File: config.mk
export PLATFORM = sky130hd
export DESIGN_NAME = wb_arbiter2
export DESIGN_NICKNAME = d
export VERILOG_FILES = /design/src/rtl/wb_arb_pkg.sv /design/src/rtl/wb_arb_timeout.sv /design/src/rtl/wb_arbiter2.sv
export SDC_FILE = /design/constraint.sdc
export NUM_CORES = 1
export LEC_CHECK = 0
export BUFFER_PORTS_ARGS = -buffer_cell sky130_fd_sc_hd__buf_2
export CAP_MARGIN = 20
export CORE_AREA = 5 5 106 108
export DETAILED_ROUTE_END_ITERATION = 7
export DIE_AREA = 0 0 111 113
export PLACE_DENSITY_LB_ADDON = 0.25
export SYNTH_ARGS = -nofsm -noshare
export SYNTH_HDL_FRONTEND = slang
export SYNTH_SLANG_ARGS = --single-unit
File: constraint.sdc
create_clock -name wb_clk_i -period 4.6 [get_ports wb_clk_i]
set_clock_uncertainty 0.05 [all_clocks]
set_input_delay 0.46 -clock wb_clk_i [delete_from_list [all_inputs] [get_ports wb_clk_i]]
set_output_delay 0.46 -clock wb_clk_i [all_outputs]
set_load 0.02 [all_outputs]
File: src/rtl/wb_arb_pkg.sv
// Shared types and constants for the two-master Wishbone arbiter.
// State encodings, master indices and the default timeout length.
package wb_arb_pkg;

  typedef enum logic [1:0] {
    IDLE = 2'd0,
    GNT0 = 2'd1,
    GNT1 = 2'd2
  } arb_state_e;

  localparam logic M0 = 1'b0;
  localparam logic M1 = 1'b1;

  localparam int TIMEOUT_DEF = 255;

endpackage

File: src/rtl/wb_arb_timeout.sv
// Stall watchdog for the granted Wishbone cycle.
// Emits a one-cycle error pulse after TIMEOUT_CYCLES strobed cycles without ack.
module wb_arb_timeout
  import wb_arb_pkg::*;
#(
  parameter int TIMEOUT_CYCLES = TIMEOUT_DEF
) (
  input  logic clk_i,
  input  logic rst_i,
  input  logic clr_i,
  input  logic stb_i,
  input  logic ack_i,
  output logic err_o
);

  localparam logic [15:0] LAST = 16'(TIMEOUT_CYCLES - 1);

  logic [15:0] cnt_q;
  logic [15:0] cnt_d;

  assign err_o = stb_i & ~ack_i & (cnt_q == LAST);

  always_comb begin
    cnt_d = cnt_q + 16'd1;
    if (clr_i || ack_i || !stb_i || err_o) begin
      cnt_d = '0;
    end
  end

  always_ff @(posedge clk_i) begin
    if (rst_i) begin
      cnt_q <= '0;
    end else begin
      cnt_q <= cnt_d;
    end
  end

endmodule

File: src/rtl/wb_arbiter2.sv
// Two-master Wishbone classic arbiter, registered round-robin grant.
// Define WB_ARB_TIMEOUT_EN to add the stalled-slave bus-error watchdog.
module wb_arbiter2
  import wb_arb_pkg::*;
#(
  parameter int ADDR_W         = 32,
  parameter int DATA_W         = 32,
  parameter int TIMEOUT_CYCLES = TIMEOUT_DEF
) (
  input  logic                  wb_clk_i,
  input  logic                  wb_rst_i,
  input  logic [ADDR_W-1:0]     m0_wb_adr_i,
  input  logic                  m0_wb_cyc_i,
  input  logic                  m0_wb_stb_i,
  output logic [DATA_W-1:0]     m0_wb_dat_o,
  output logic                  m0_wb_ack_o,
  output logic                  m0_wb_err_o,
  input  logic [ADDR_W-1:0]     m1_wb_adr_i,
  input  logic [DATA_W-1:0]     m1_wb_dat_i,
  input  logic                  m1_wb_cyc_i,
  input  logic                  m1_wb_stb_i,
  input  logic                  m1_wb_we_i,
  input  logic [DATA_W/8-1:0]   m1_wb_sel_i,
  output logic [DATA_W-1:0]     m1_wb_dat_o,
  output logic                  m1_wb_ack_o,
  output logic                  m1_wb_err_o,
  output logic [ADDR_W-1:0]     s_wb_adr_o,
  output logic [DATA_W-1:0]     s_wb_dat_o,
  input  logic [DATA_W-1:0]     s_wb_dat_i,
  output logic                  s_wb_cyc_o,
  output logic                  s_wb_stb_o,
  output logic                  s_wb_we_o,
  output logic [DATA_W/8-1:0]   s_wb_sel_o,
  input  logic                  s_wb_ack_i
);

  arb_state_e state_q, state_d;
  logic       last_q, last_d;
  logic       g0, g1;
  logic       cyc_g, stb_g;
  logic       to_err;

  always_comb begin
    state_d = state_q;
    unique case (state_q)
      GNT0: if (!m0_wb_cyc_i) state_d = m1_wb_cyc_i ? GNT1 : IDLE;
      GNT1: if (!m1_wb_cyc_i) state_d = m0_wb_cyc_i ? GNT0 : IDLE;
      default: begin
        if (m0_wb_cyc_i && m1_wb_cyc_i) begin
          state_d = (last_q == M1) ? GNT0 : GNT1;
        end else if (m0_wb_cyc_i) begin
          state_d = GNT0;
        end else if (m1_wb_cyc_i) begin
          state_d = GNT1;
        end
      end
    endcase
  end

  always_comb begin
    last_d = last_q;
    if (state_d == GNT0) last_d = M0;
    if (state_d == GNT1) last_d = M1;
  end

  always_ff @(posedge wb_clk_i) begin
    if (wb_rst_i) begin
      state_q <= IDLE;
      last_q  <= M1;
    end else begin
      state_q <= state_d;
      last_q  <= last_d;
    end
  end

  assign g0    = (state_q == GNT0);
  assign g1    = (state_q == GNT1);
  assign cyc_g = (g0 & m0_wb_cyc_i) | (g1 & m1_wb_cyc_i);
  assign stb_g = (g0 & m0_wb_cyc_i & m0_wb_stb_i)
               | (g1 & m1_wb_cyc_i & m1_wb_stb_i);

`ifdef WB_ARB_TIMEOUT_EN
  wb_arb_timeout #(
    .TIMEOUT_CYCLES(TIMEOUT_CYCLES)
  ) u_timeout (
    .clk_i (wb_clk_i),
    .rst_i (wb_rst_i),
    .clr_i (state_d != state_q),
    .stb_i (stb_g),
    .ack_i (s_wb_ack_i),
    .err_o (to_err)
  );
`else
  logic unused_timeout;
  assign unused_timeout = (TIMEOUT_CYCLES > 1);
  assign to_err         = 1'b0;
`endif

  // An expiring watchdog pulls the slave off the bus for that cycle.
  assign s_wb_cyc_o = cyc_g & ~to_err;
  assign s_wb_stb_o = stb_g & ~to_err;

  always_comb begin
    s_wb_adr_o = '0;
    s_wb_dat_o = '0;
    s_wb_sel_o = '0;
    s_wb_we_o  = 1'b0;
    unique case (1'b1)
      g0: begin
        s_wb_adr_o = m0_wb_adr_i;
        s_wb_sel_o = '1;
      end
      g1: begin
        s_wb_adr_o = m1_wb_adr_i;
        s_wb_dat_o = m1_wb_dat_i;
        s_wb_sel_o = m1_wb_sel_i;
        s_wb_we_o  = m1_wb_we_i;
      end
      default: ;
    endcase
  end

  assign m0_wb_dat_o = s_wb_dat_i;
  assign m1_wb_dat_o = s_wb_dat_i;
  assign m0_wb_ack_o = g0 & s_wb_cyc_o & s_wb_ack_i;
  assign m1_wb_ack_o = g1 & s_wb_cyc_o & s_wb_ack_i;
  assign m0_wb_err_o = g0 & to_err;
  assign m1_wb_err_o = g1 & to_err;

endmodule

# ---- Yosys cells after proc, flatten, opt, wreduce, memory -nomap -nowiden
# Cells that the tools add are included.
dict set report classes {
  n_reduce_logical 2
  n_mux 13
  n_bitwise 10
  eq_ne 4
}
# operator count
set op_table {}
lappend op_table {{32-bit case mux with 2 select lines} 1}
lappend op_table {{32-bit two-way mux} 1}
lappend op_table {{2-bit two-way mux} 7}
lappend op_table {{1-bit bitwise AND} 8}
lappend op_table {{4-bit case mux with 2 select lines} 1}
lappend op_table {{2-bit by 1-bit == test with 1-bit output, second input constant} 2}
lappend op_table {{2-bit == test, second input constant} 2}
lappend op_table {{2-bit case mux with 2 select lines} 1}
lappend op_table {{1-bit two-way mux} 2}
lappend op_table {{1-bit bitwise OR} 2}
lappend op_table {{2-bit OR reduction} 1}
lappend op_table {{1-bit logical AND} 1}
dict set report word_totals {
  output_inout_bits 139
  in_bits 140
  word_cells 31
  reg_bits 3
}

# ---- Depth between registers and ports, before layout
dict set report logic_depth {
  word_depth 6
  mapped_depth 7
  depth_no_buf 6
}

# ---- Worst setup path before layout
# Ideal clock, no wire load.
dict set report synth_timing {
  path_kind {reg2out}
  start {reg state_q[0]}
  end {out s_wb_adr_o[10]}
  required_time_ps 4090
  arrival_time_ps 1415
  setup_slack_ps 2675
  path_buffers 2
  path_stages_with_launch 6
  path_cell_list {dfxtp_1 -> inv_1 -> ha_1 -> buf_2 -> buf_1 -> nor2_1}
}
dict set report synth_via {
  elab_chain_len 2
  word_cells_on_any_way 3
  cone_classes {2 x eq/ne; 1 x mux}
}
# element line_no
set synth_lines {}
lappend synth_lines {{from (decl)} wb_arbiter2.sv:37} ;# arb_state_e state_q, state_d;
lappend synth_lines {{from (signal assigned)} wb_arbiter2.sv:71} ;# state_q <= state_d;
lappend synth_lines {{2-bit == test / 2-bit by 1-bit == test with 1-bit output (equally long branches)} {wb_arbiter2.sv:77, wb_arbiter2.sv:76}}
lappend synth_lines {{32-bit case mux with 2 select lines *} wb_arbiter2.sv:108} ;# unique case (1'b1)
lappend synth_lines {{to (decl)} wb_arbiter2.sv:27} ;# output logic [ADDR_W-1:0] s_wb_adr_o,
# Every way passes the cells marked *; elsewhere a longest branch is shown, timed or not.

# ---- Final worst setup path
dict set report layout_timing {
  start {reg state_q[0]}
  end {out m0_wb_ack_o}
}
dict set report layout_via {
  elab_chain_len 5
  word_cells_on_any_way 7
  cone_classes {2 x eq/ne; 5 x bitwise}
}
# element line_no
set layout_lines {}
lappend layout_lines {{2-bit by 1-bit == test with 1-bit output / 2-bit == test (equally long branches)} {wb_arbiter2.sv:76, wb_arbiter2.sv:77}}
lappend layout_lines {{1-bit bitwise AND} wb_arbiter2.sv:78} ;# assign cyc_g = (g0 & m0_wb_cyc_i) | (g1 & m1_wb_cyc_i);
lappend layout_lines {{1-bit bitwise OR} wb_arbiter2.sv:78}
lappend layout_lines {{1-bit bitwise AND * (2 in series)} wb_arbiter2.sv:125} ;# assign m0_wb_ack_o = g0 & s_wb_cyc_o & s_wb_ack_i;
lappend layout_lines {{to (decl)} wb_arbiter2.sv:16} ;# output logic m0_wb_ack_o,
# Marked as above.

==> out/results.tsv <==
stage	metric	value	unit
outcome	status	finished, final reports clean	
sta	endpoints failing hold	0	
clock_network	CTS Sinks	3	
power	peak supply drop	165.3	uV
drt	wire per inst	13.23	um
synthesis	top post-synthesis cells by count	66 x buf_4, 38 x nor2_1, 33 x and2_1, 32 x a22oi_1, 9 x clkbuf_1	
global_routing	largest net degree at the start of global routing	74	
synthesis	area leader, netlist	buf_4	
clock_network	Worst-path clk slew	0.03	ns
sta	Final min period	2.638	ns
sta	RSZ-0062 raised after global routing	no	
synthesis	Post-synth EDFFs	0	
synthesis	Synth cell types	29	
synthesis	Syn Std Cell Area	1446	um2
clock_network	CTS tree	built	
floorplanning	Starting Density	0.1427	
clock_network	Post-CTS Setup Inserts	0	
floorplanning	# rows	37	
drt	DRC Markers	0	
layout	nets@finish	470	
synthesis	top post-synthesis cells by area	buf_4 34%, a22oi_1 17%, and2_1 14%, nor2_1 9.9%, dfxtp_1 4.2%	
worst_setup_path	Setup Crit Path Kind	reg2out	
clock_network	clk root buf	clkbuf_8	
global_routing	first-pass GRT wire length	8990	um
worst_hold_path	HP Class	in2reg	
sta	Worst-Margin Slew	0.7578	ns
sta	relative slew slack	0.4948	
clock_network	PostCTS Resize Cnt	0	
synthesis	Gate Count Post-Synth	222	
synthesis	post-synth top area share	0.3426	
floorplanning	Die W	111	um
drt	DR iter-0 viols	56	
sta	TNS Setup	0	ns
clock_network	CTS Buffer Depth	2	
clock_network	hold buffers post-CTS	0	
power	Leakage	1.189	nW
worst_setup_path	RR Startpoint	state_q[0]	
layout	share of layout cells above drive strength 1	0.5749	
sta	setup violators final	0	
floorplanning	Chip Height	113	um
worst_setup_path	WP data arrival	2.13	ns
sta	Slew Viols, Final	0	
layout	final design utilization	0.2000	
drt	Routed WL	6124	um
clock_network	Worst-Skew Late Latency	0.22	ns
synthesis	post-synthesis sequential area ratio	0.04152	
global_routing	vias in the first global route	1777	
global_routing	global route total overflow	0	
placed_design	Post-DP HPWL	4988	um
worst_setup_path	worst-path maximum fanout	26	
synthesis	most frequent cell after synthesis	buf_4	
worst_setup_path	CP Launch Point	state_q[0]	
synthesis	Yosys reg bits	3	
synthesis	yosys warns	0	
drt	post-route ant nets	0	
synthesis	asr flop ratio synth	0	
worst_setup_path	Reg2Reg Depth	6	
power	pwr dens	246.5	nW/um2
synthesis	Mean Syn Cell Area	6.515	um2
job	max-cap violations	0	
drt	First-pass DRT Iterations	4	
floorplanning	Core Box Area	10140	um2
floorplanning	die area	12540	um2
worst_setup_path	Critical R2R Capture	last_q	
floorplanning	number of top-level pins	279	
sta	fmax	0.3791	GHz
synthesis	Synth Flop Type	dfxtp_1	
drt	vias after detailed routing	1813	
clock_network	H-tree depth	1	
layout	synthesis-to-finish area growth	40.23	%
worst_setup_path	CP endpoint	m0_wb_ack_o	
global_routing	GRT Total Usage	0.08555	
clock_network	TritonCTS buffer count	3	
drt	Via density	3.916	
worst_setup_path	crit end category	output pin	
global_routing	initial antenna violation count	0	
worst_setup_path	r2r setup slk	2.32	ns
placed_design	I/O Buffers	180	
layout	# diodes	0	
sta	Tcrit/Tclk final	0.5735	
placed_design	gpl congestion	0.8426	
worst_setup_path	Worst Setup Start Kind	flop	
worst_setup_path	Required @ worst endpoint	4.09	ns
[cell families (layout without fill, tap and decap cells)]
family	count (synthesis)	count (layout)	synth area share
AND/OR/NAND/NOR	85	85	0.2984
AO/OA/AOI/OAI	46	46	0.2396
buffers and inverters	85	189	0.4005
other	1	2	0.002593
adder cells (fa/ha/maj)	2	2	0.01730
flip-flops	3	3	0.04152
[stage by stage]
stage	std cells	area, um2	hold slack [ns]	power [W]	setup WS [ns]
floorplan	223	1450	0.4514	0.0003668	2.675
global placement	458	1963	0.4844	0.0004192	2.162
detailed placement	458	1963	0.5011	0.0004230	2.108
CTS	462	2008	0.3869	0.0005045	1.862
global route	463	2028	0.4052	0.0005436	1.822
finish	463	2028	0.3938	0.0004999	1.962
[layer usage]
layer,part of all wire,GRT usage,vias to the layer above
li1,-,-,888
met1,0.38,0.09181,805
met4,0.018,0.03120,0
met3,0.094,0.02781,24
met2,0.51,0.1570,96
met5,0,0,-
[where the power goes]
group           total, W  internal, W  switching, W
clock          0.0000784    0.0000593     0.0000191
sequential     0.0000376    0.0000320    0.00000563
combinational   0.000384     0.000144      0.000240
[state kept, by name, indices dropped and copies added, names as in the netlist]
signal / flops
last_q: 1
state_q: 2
[worst max-delay path, stage by stage, from the launching register on]
cell and delay [ns]:
dfxtp_1 0.38, ha_1 0.59, buf_4 0.42, a22o_4 0.20
and3_1 0.14, buf_2 0.16
[cells in the final DEF, fill, tap and decap left out, drive strengths merged, types with 2 or more instances in the layout]
cell type  count
nand2          2
a22oi         32
a21oi          4
conb           2
a311oi         3
o21ai          2
and3           3
buf          182
dfxtp          3
nor2b          3
and2          33
clkbuf         4
nor2          38
nand3          3
inv            3
ha             2
[how the worst min path moves through the flow]
stage | start | end | slack [ns] | cells after the start
global placement | last_q | state_q[0] | 0.48 | 2
floorplan | last_q | state_q[0] | 0.45 | 2
detailed placement | last_q | state_q[0] | 0.50 | 2
CTS | wb_rst_i | state_q[1] | 0.39 | 2
global route | wb_rst_i | state_q[1] | 0.41 | 2
finish | wb_rst_i | state_q[1] | 0.39 | 2
[cell type report]
| type | count | area (um2) |
|---|---|---|
| clock buffer | 4 | 45.04 |
| tap | 136 | 170.2 |
| fill | 1177 | 8110 |
| multi-input combinational | 135 | 813.3 |
| timing repair buffer | 182 | 928.4 |
| sequential | 3 | 60.06 |
| inverter | 3 | 11.26 |
Note: power is estimated with default switching activity, not from simulation.
